[config.mk]
export PLATFORM = sky130hd
export DESIGN_NAME = alu_cmd_sequencer_flat
export DESIGN_NICKNAME = d
export VERILOG_FILES = /design/src/rtl/alu_cmd_sequencer_pkg.sv /design/src/rtl/alu_cmd_sequencer_if.sv /design/src/rtl/alu_cmd_fifo.sv /design/src/rtl/alu_cmd_sequencer.sv /design/src/flat_wrapper.sv
export SDC_FILE = /design/constraint.sdc
export NUM_CORES = 1
export LEC_CHECK = 0
export CORE_MARGIN = 2
export CORE_UTILIZATION = 35
export CTS_BUF_LIST = sky130_fd_sc_hd__clkbuf_8
export CTS_CLUSTER_SIZE = 25
export DETAILED_ROUTE_END_ITERATION = 6
export PLACE_DENSITY = 0.54
export SLEW_MARGIN = 20
export SYNTH_ARGS = -nofsm -noshare
export SYNTH_HDL_FRONTEND = slang
export SYNTH_HIERARCHICAL = 1
export SYNTH_SLANG_ARGS = --single-unit
[constraint.sdc]
create_clock -name clk -period 3.3 [get_ports clk]
set_clock_uncertainty 0.1 [all_clocks]
set_input_delay 0.495 -clock clk [delete_from_list [all_inputs] [get_ports clk]]
set_output_delay 0.495 -clock clk [all_outputs]
set_load 0.02 [all_outputs]
[src/rtl/alu_cmd_sequencer_pkg.sv]
// Shared types for the ALU command sequencer: opcodes, the queued command
// record, sequencer states and an opcode legality helper.
package alu_pkg;

    typedef enum logic [2:0] {
        NO_OP  = 3'd0,
        ADD_OP = 3'd1,
        AND_OP = 3'd2,
        XOR_OP = 3'd3,
        MUL_OP = 3'd4
    } alu_op_e;

    typedef struct packed {
        logic [7:0] a;
        logic [7:0] b;
        logic [2:0] op;
    } alu_cmd_t;

    typedef enum logic [1:0] {
        IDLE,
        ISSUE,
        RESP,
        DRAIN
    } seq_state_e;

    // Opcodes 000..100 are defined; 101..111 are reported back as errors.
    function automatic logic is_legal_op(input logic [2:0] op);
        return op <= 3'd4;
    endfunction

endpackage

[src/rtl/alu_cmd_sequencer_if.sv]
// Command, ALU and response channels of the sequencer. The slave modport is
// the sequencer's view; master is the surrounding system (source, ALU, sink).
interface alu_cmd_sequencer_if;

    logic        cmd_valid;
    logic        cmd_ready;
    logic [7:0]  cmd_a;
    logic [7:0]  cmd_b;
    logic [2:0]  cmd_op;

    logic [7:0]  alu_A;
    logic [7:0]  alu_B;
    logic [2:0]  alu_op;
    logic        alu_start;
    logic        alu_done;
    logic [15:0] alu_result;

    logic        rsp_valid;
    logic        rsp_ready;
    logic [15:0] rsp_result;
    logic [2:0]  rsp_op;
    logic        rsp_err;

    modport master (
        output cmd_valid, cmd_a, cmd_b, cmd_op, alu_done, alu_result, rsp_ready,
        input  cmd_ready, alu_A, alu_B, alu_op, alu_start,
               rsp_valid, rsp_result, rsp_op, rsp_err
    );

    modport slave (
        input  cmd_valid, cmd_a, cmd_b, cmd_op, alu_done, alu_result, rsp_ready,
        output cmd_ready, alu_A, alu_B, alu_op, alu_start,
               rsp_valid, rsp_result, rsp_op, rsp_err
    );

endinterface

[src/rtl/alu_cmd_fifo.sv]
// Synchronous command FIFO. Head entry is visible on dout while not empty;
// pointers carry one extra wrap bit to tell full from empty.
module alu_cmd_fifo
    import alu_pkg::*;
#(
    parameter int DEPTH = 4
) (
    input  logic     clk,
    input  logic     reset,
    input  logic     push,
    input  logic     pop,
    input  alu_cmd_t din,
    output alu_cmd_t dout,
    output logic     full,
    output logic     empty
);

    localparam int AW = $clog2(DEPTH);

    alu_cmd_t      mem [DEPTH];
    logic [AW:0]   wr_ptr;
    logic [AW:0]   rd_ptr;

    assign empty = (wr_ptr == rd_ptr);
    assign full  = (wr_ptr[AW] != rd_ptr[AW]) && (wr_ptr[AW-1:0] == rd_ptr[AW-1:0]);
    assign dout  = mem[rd_ptr[AW-1:0]];

    // Pointer update; a flush on reset simply realigns both pointers.
    always_ff @(posedge clk) begin
        // NOTE: non-blocking assignments keep every register sampling pre-edge values.
        if (reset) begin
            wr_ptr <= '0;
            rd_ptr <= '0;
        end else begin
            if (push && !full)
                wr_ptr <= wr_ptr + 1'b1;
            if (pop && !empty)
                rd_ptr <= rd_ptr + 1'b1;
        end
    end

    // Storage write.
    always_ff @(posedge clk) begin
        // NOTE: storage is not reset; pointers alone define which entries are valid.
        if (push && !full)
            mem[wr_ptr[AW-1:0]] <= din;
    end

endmodule

[src/rtl/alu_cmd_sequencer.sv]
// Issues queued commands to the ALU one at a time, returns each result on a
// valid/ready channel, answers no_op/illegal opcodes locally, spaces commands
// after a multiply and aborts operations whose done never arrives.
module alu_cmd_sequencer #(
    parameter int FIFO_DEPTH = 4,
    parameter int TIMEOUT    = 16,
    parameter int DRAIN      = 4
) (
    input  logic                clk,
    input  logic                reset,
    alu_cmd_sequencer_if.slave  bus,
    output logic                busy
);

    import alu_pkg::*;

    localparam int WD_W = $clog2(TIMEOUT + 1);
    localparam int DR_W = $clog2(DRAIN + 1);

    alu_cmd_t   fifo_din;
    alu_cmd_t   head;
    logic       fifo_full;
    logic       fifo_empty;
    logic       pop;

    seq_state_e state, state_d;
    logic [7:0]  alu_a_q, alu_a_d;
    logic [7:0]  alu_b_q, alu_b_d;
    logic [2:0]  alu_op_q, alu_op_d;
    logic        start_q, start_d;
    logic [15:0] rsp_result_q, rsp_result_d;
    logic [2:0]  rsp_op_q, rsp_op_d;
    logic        rsp_err_q, rsp_err_d;
    logic [WD_W-1:0] wd_cnt, wd_cnt_d;
    logic [DR_W-1:0] dr_cnt, dr_cnt_d;

    assign fifo_din = '{a: bus.cmd_a, b: bus.cmd_b, op: bus.cmd_op};

    alu_cmd_fifo #(.DEPTH(FIFO_DEPTH)) u_fifo (
        .clk   (clk),
        .reset (reset),
        .push  (bus.cmd_valid && !fifo_full),
        .pop   (pop),
        .din   (fifo_din),
        .dout  (head),
        .full  (fifo_full),
        .empty (fifo_empty)
    );

    assign bus.cmd_ready  = !fifo_full;
    assign bus.alu_A      = alu_a_q;
    assign bus.alu_B      = alu_b_q;
    assign bus.alu_op     = alu_op_q;
    assign bus.alu_start  = start_q;
    assign bus.rsp_valid  = (state == RESP);
    assign bus.rsp_result = rsp_result_q;
    assign bus.rsp_op     = rsp_op_q;
    assign bus.rsp_err    = rsp_err_q;
    assign busy           = !fifo_empty || (state != IDLE);

    // Sequencer state and all registered outputs.
    always_ff @(posedge clk) begin
        if (reset) begin
            state        <= IDLE;
            alu_a_q      <= '0;
            alu_b_q      <= '0;
            alu_op_q     <= '0;
            start_q      <= 1'b0;
            rsp_result_q <= '0;
            rsp_op_q     <= '0;
            rsp_err_q    <= 1'b0;
            wd_cnt       <= '0;
            dr_cnt       <= '0;
        end else begin
            state        <= state_d;
            alu_a_q      <= alu_a_d;
            alu_b_q      <= alu_b_d;
            alu_op_q     <= alu_op_d;
            start_q      <= start_d;
            rsp_result_q <= rsp_result_d;
            rsp_op_q     <= rsp_op_d;
            rsp_err_q    <= rsp_err_d;
            wd_cnt       <= wd_cnt_d;
            dr_cnt       <= dr_cnt_d;
        end
    end

    // Next-state and next-output decode; alu_done only matters in ISSUE.
    always_comb begin
        // NOTE: every output gets a hold/default value first so no latch is inferred.
        state_d      = state;
        alu_a_d      = alu_a_q;
        alu_b_d      = alu_b_q;
        alu_op_d     = alu_op_q;
        start_d      = start_q;
        rsp_result_d = rsp_result_q;
        rsp_op_d     = rsp_op_q;
        rsp_err_d    = rsp_err_q;
        wd_cnt_d     = wd_cnt;
        dr_cnt_d     = dr_cnt;
        pop          = 1'b0;

        case (state)
            IDLE: begin
                if (!fifo_empty) begin
                    pop = 1'b1;
                    if (is_legal_op(head.op) && head.op != NO_OP) begin
                        alu_a_d  = head.a;
                        alu_b_d  = head.b;
                        alu_op_d = head.op;
                        start_d  = 1'b1;
                        wd_cnt_d = '0;
                        state_d  = ISSUE;
                    end else begin
                        rsp_result_d = '0;
                        rsp_op_d     = head.op;
                        rsp_err_d    = (head.op != NO_OP);
                        state_d      = RESP;
                    end
                end
            end
            ISSUE: begin
                if (bus.alu_done) begin
                    rsp_result_d = bus.alu_result;
                    rsp_op_d     = alu_op_q;
                    rsp_err_d    = 1'b0;
                    start_d      = 1'b0;
                    state_d      = RESP;
                end else if (wd_cnt == WD_W'(TIMEOUT - 1)) begin
                    rsp_result_d = '0;
                    rsp_op_d     = alu_op_q;
                    rsp_err_d    = 1'b1;
                    start_d      = 1'b0;
                    state_d      = RESP;
                end else begin
                    wd_cnt_d = wd_cnt + WD_W'(1);
                end
            end
            RESP: begin
                if (bus.rsp_ready) begin
                    if (rsp_op_q == MUL_OP) begin
                        dr_cnt_d = '0;
                        state_d  = alu_pkg::DRAIN;
                    end else begin
                        state_d = IDLE;
                    end
                end
            end
            alu_pkg::DRAIN: begin
                if (dr_cnt == DR_W'(DRAIN - 1))
                    state_d = IDLE;
                else
                    dr_cnt_d = dr_cnt + DR_W'(1);
            end
            default: state_d = IDLE;
        endcase
    end

endmodule

[src/flat_wrapper.sv]
// flat-port wrapper written by rule: the top's interface ports become plain ports
module alu_cmd_sequencer_flat import alu_pkg::*;
#(
    parameter int FIFO_DEPTH = 4,
    parameter int TIMEOUT    = 16,
    parameter int DRAIN      = 4
)
  (clk, reset, busy, bus_cmd_valid, bus_cmd_a, bus_cmd_b, bus_cmd_op, bus_alu_done, bus_alu_result, bus_rsp_ready, bus_cmd_ready, bus_alu_A, bus_alu_B, bus_alu_op, bus_alu_start, bus_rsp_valid, bus_rsp_result, bus_rsp_op, bus_rsp_err);
  alu_cmd_sequencer_if bus_i ();
  input  logic clk;
  input  logic reset;
  output logic busy;
  input wire logic [$bits(bus_i.cmd_valid)-1:0] bus_cmd_valid;
  input wire logic [$bits(bus_i.cmd_a)-1:0] bus_cmd_a;
  input wire logic [$bits(bus_i.cmd_b)-1:0] bus_cmd_b;
  input wire logic [$bits(bus_i.cmd_op)-1:0] bus_cmd_op;
  input wire logic [$bits(bus_i.alu_done)-1:0] bus_alu_done;
  input wire logic [$bits(bus_i.alu_result)-1:0] bus_alu_result;
  input wire logic [$bits(bus_i.rsp_ready)-1:0] bus_rsp_ready;
  output wire logic [$bits(bus_i.cmd_ready)-1:0] bus_cmd_ready;
  output wire logic [$bits(bus_i.alu_A)-1:0] bus_alu_A;
  output wire logic [$bits(bus_i.alu_B)-1:0] bus_alu_B;
  output wire logic [$bits(bus_i.alu_op)-1:0] bus_alu_op;
  output wire logic [$bits(bus_i.alu_start)-1:0] bus_alu_start;
  output wire logic [$bits(bus_i.rsp_valid)-1:0] bus_rsp_valid;
  output wire logic [$bits(bus_i.rsp_result)-1:0] bus_rsp_result;
  output wire logic [$bits(bus_i.rsp_op)-1:0] bus_rsp_op;
  output wire logic [$bits(bus_i.rsp_err)-1:0] bus_rsp_err;
  assign bus_i.cmd_valid = bus_cmd_valid;
  assign bus_i.cmd_a = bus_cmd_a;
  assign bus_i.cmd_b = bus_cmd_b;
  assign bus_i.cmd_op = bus_cmd_op;
  assign bus_i.alu_done = bus_alu_done;
  assign bus_i.alu_result = bus_alu_result;
  assign bus_i.rsp_ready = bus_rsp_ready;
  assign bus_cmd_ready = bus_i.cmd_ready;
  assign bus_alu_A = bus_i.alu_A;
  assign bus_alu_B = bus_i.alu_B;
  assign bus_alu_op = bus_i.alu_op;
  assign bus_alu_start = bus_i.alu_start;
  assign bus_rsp_valid = bus_i.rsp_valid;
  assign bus_rsp_result = bus_i.rsp_result;
  assign bus_rsp_op = bus_i.rsp_op;
  assign bus_rsp_err = bus_i.rsp_err;
  alu_cmd_sequencer #(.FIFO_DEPTH(FIFO_DEPTH), .TIMEOUT(TIMEOUT), .DRAIN(DRAIN)) u_core (.clk(clk), .reset(reset), .bus(bus_i), .busy(busy));
endmodule
==> flow_metrics.py <==
metrics = {
    "detailed_routing": {
        "routed_wirelength_um": 11460,
        "wl_per_cell_um": 16.35,
        "final_antenna_net_count": 0,
        "first_pass_iters": 4,
        "via_per_inst": 5.000,
        "dr.first_iter.drc_count": 156,
        "drc_errors": 0,
        "vias": 3505,
    },
    "yosys": {
        "yosys-top-cells-area": "edfxtp_1 43%, dfxtp_1 22%, mux4_2 8.0%",
        "seq_area_frac_synth": 0.6456,
        "async_flop_share": 0,
        "netlist_area_um2": 5334,
        "netlist.top_cell.by_area": "edfxtp_1",
        "synth_top_cell_area_share": 0.4279,
        "synth_flop_cell": "edfxtp_1",
        "ys_ff_latch": 134,
        "ys_warn_count": 6,
        "netlist_instances": 406,
        "synthesis.nets": 456,
        "syn_area_per_cell_um2": 13.14,
        "yosysUniqueCellTypes": 47,
        "synth_edf_count": 76,
    },
    "clock_network": {
        "tritoncts": "done",
        "clk_pin_slew_ps": 70,
        "cts.sinks": 134,
        "cts_setup_buffers": 0,
        "clk_root_buffer_cell": "clkbuf_8",
        "numCtsBuffers": 17,
        "clk_latency_ps": 430,
        "htree_levels": 4,
        "cts.hold.buffers_added": 0,
        "cts_buffer_depth": 2,
    },
    "setup_path": {
        "slowest_stage": "clkdlybuf4s50_1",
        "r2r-end": "u_core/bus.rsp_err",
        "crit_top_cell": "nand2_1",
        "crit_cells": 6,
        "cp_max_fo": 8,
        "cp_cell_sequence": "xnor2_2, nand2_1, nor2_1, buf_4, nand2_1, clkdlybuf4s50_1",
        "worstPathRequired_ps": 2700,
        "cp_num_buf_inv": 2,
        "path_class": "register to primary output",
        "endpoint_kind": "primary output",
        "regToRegSetupSlack_ps": 550,
        "r2r_cells": 6,
        "critPathCapture": "busy",
        "arrival_ps": 2400,
        "crit_family": "buffers and inverters",
        "slowest_delay_ps": 570,
        "start_kind": "register",
        "crit_path_start": "u_core/u_fifo/rd_ptr[0]",
    },
    "layout": {
        "nets": 550,
        "antenna_cells": 0,
        "instances_no_fill": 701,
        "syn2layout_area_growth_pct": 27.47,
        "drive_above_1_share": 0.1481,
    },
    "die": {
        "initial_core_util": 0.3548,
        "placementRows": 45,
        "die_w_um": 127.5,
        "io-pin-count": 83,
        "die_area_um2": 16240,
        "die_h_um": 127.5,
        "core_area_um2": 15030,
    },
    "grt": {
        "antenna_found_initial": 0,
        "grt_start_max_net_pins": 34,
        "grt_pass1_vias": 3592,
        "grt_overflow": 0,
        "grt_usage": 0.1496,
        "grt_pass1_wl_um": 18570,
    },
    "flow_run": {
        "maxCapViolCount": 0,
    },
    "sta": {
        "tightest_slew_ps": 695.9,
        "finalCritPeriodShare": 0.9067,
        "rsz0062_at_grt": "false",
        "fin_ws_ps": 308.0,
        "setup_violations": 0,
        "fmax_ghz": 0.3342,
        "finalCriticalPeriod_ps": 2992,
        "drv_slew": 0,
        "tns_ps": 0,
        "hold_viol_final": 0,
        "slew_headroom": 0.5354,
    },
    "placed_design": {
        "dp_hpwl_um": 7522,
        "port-buffer-count": 82,
        "place_inst": 669,
        "place_ws_ps": 520.6,
        "gp_congestion": 0.7568,
    },
    "pwr": {
        "vdd_drop_max_mv": 0.4054,
        "leakage_uw": 0.002297,
        "pwr_density_cell_nw_per_um2": 814.0,
    },
    "status": {
        "outcome": "finished, final reports clean",
    },
    "hold_path": {
        "hold_path.class": "register to register",
        "hold_start": "u_core/bus.alu_B[4]",
    },
}
[flip-flops by register name, summed over array words and instances (netlist names), 2 cells and up, named ones only]
register,cells
u_core/bus.alu_A,8
u_core/bus.alu_B,8
u_core/bus.alu_op,3
u_core/bus.rsp_op,3
u_core/bus.rsp_result,16
u_core/dr_cnt,3
u_core/state,2
u_core/u_fifo/mem,76
u_core/u_fifo/rd_ptr,3
u_core/u_fifo/wr_ptr,3
u_core/wd_cnt,5
[what timing repair did]
action,CTS,global route
endpoints found under the hold margin,0,0
gates resized for setup,0,2
endpoints found under the setup margin,0,1
[worst min-delay path by stage]
| stage | slack (ps) | end | cells after the start |
|---|---|---|---|
| after floorplan | 350 | u_core/dr_cnt[1] | 2 |
| after detailed placement | 350 | u_core/bus.alu_A[6] | 2 |
| after global routing | 380 | u_core/bus.alu_A[7] | 2 |
| after global placement | 350 | u_core/bus.alu_B[0] | 2 |
| after CTS | 360 | u_core/bus.alu_B[0] | 2 |
| final | 360 | u_core/bus.alu_B[4] | 2 |
[Yosys cell counts (6+ instances only)]
cell / count
edfxtp_1: 76
dfxtp_1: 58
nand2_1: 49
nor2_1: 37
a21oi_1: 27
mux4_2: 19
a22oi_1: 17
clkbuf_1: 10
ha_1: 10
inv_1: 9
o21ai_0: 7
a31oi_1: 6
buf_2: 6
[report_power, final]
group | switching (µW) | internal [µW] | leakage [µW]
Sequential | 198 | 2090 | 0.00117
Combinational | 1090 | 827 | 0.000927
Clock | 622 | 707 | 0.000201
[kinds of logic (layout without fill, tap and decap cells)]
logic type      count (synthesis)  count (layout)  synth area share
xor+xnor                        6               6          0.009854
mux                            24              24           0.08961
compound gates                 76              76           0.09383
flops                         134             134            0.6456
simple gates                  125             125            0.1091
buf+inv                        31             138           0.02862
fa+ha+maj                      10              10           0.02346
[layer usage]
metal	track usage	routed length, µm
met5	0	0
met4	0.04137	80
met3	0.05025	592
met2	0.2463	5470
met1	0.1892	5316
[metrics by stage]
stage	power (µW)	instance area (µm²)	utilization	hold slack, ps
after floorplan	3482	5334	-	347.2
after global placement	4234	6391	0.4251	346.4
after detailed placement	4248	6391	0.4251	350.3
after CTS	5604	6784	0.4513	361.8
after global routing	5897	6799	0.4523	382.4
final	5534	6799	0.4523	359.7
[final cells by class]
cell class | count | area [µm²]
clock buffer | 19 | 261.5
clock inverter | 13 | 131.4
timing repair buffer | 97 | 928.4
inverter | 9 | 33.78
multi-input combinational | 241 | 1765
sequential | 134 | 3443
tap | 188 | 235.2
fill | 1366 | 8234
[cells in the final DEF, fill, tap and decap left out, types with 3 or more instances in the layout]
| cell type | instances |
|---|---|
| a21oi_1 | 27 |
| dfxtp_1 | 58 |
| nor3b_1 | 5 |
| nand3b_1 | 3 |
| o21ai_0 | 7 |
| inv_1 | 11 |
| clkinvlp_4 | 3 |
| nor3_1 | 3 |
| mux2i_1 | 5 |
| and2_1 | 3 |
| a22oi_1 | 17 |
| nand3_1 | 5 |
| nand2_1 | 49 |
| a211oi_1 | 4 |
| edfxtp_1 | 76 |
| clkinv_2 | 3 |
| buf_4 | 15 |
| mux4_2 | 19 |
| nand4_1 | 3 |
| clkdlybuf4s50_1 | 81 |
| nor2b_1 | 4 |
| xor2_1 | 3 |
| a31oi_1 | 5 |
| clkbuf_8 | 19 |
| o211ai_1 | 5 |
| ha_1 | 10 |
| nor2_1 | 37 |
[worst reg2reg max path, stage by stage, from the launching register on]
cell,delay (ps)
dfxtp_1,470
mux4_2,580
nor2_1,140
ha_1,300
o32a_1,600
a211o_1,360
a21oi_1,130
Note: power is estimated with default switching activity, not from simulation.
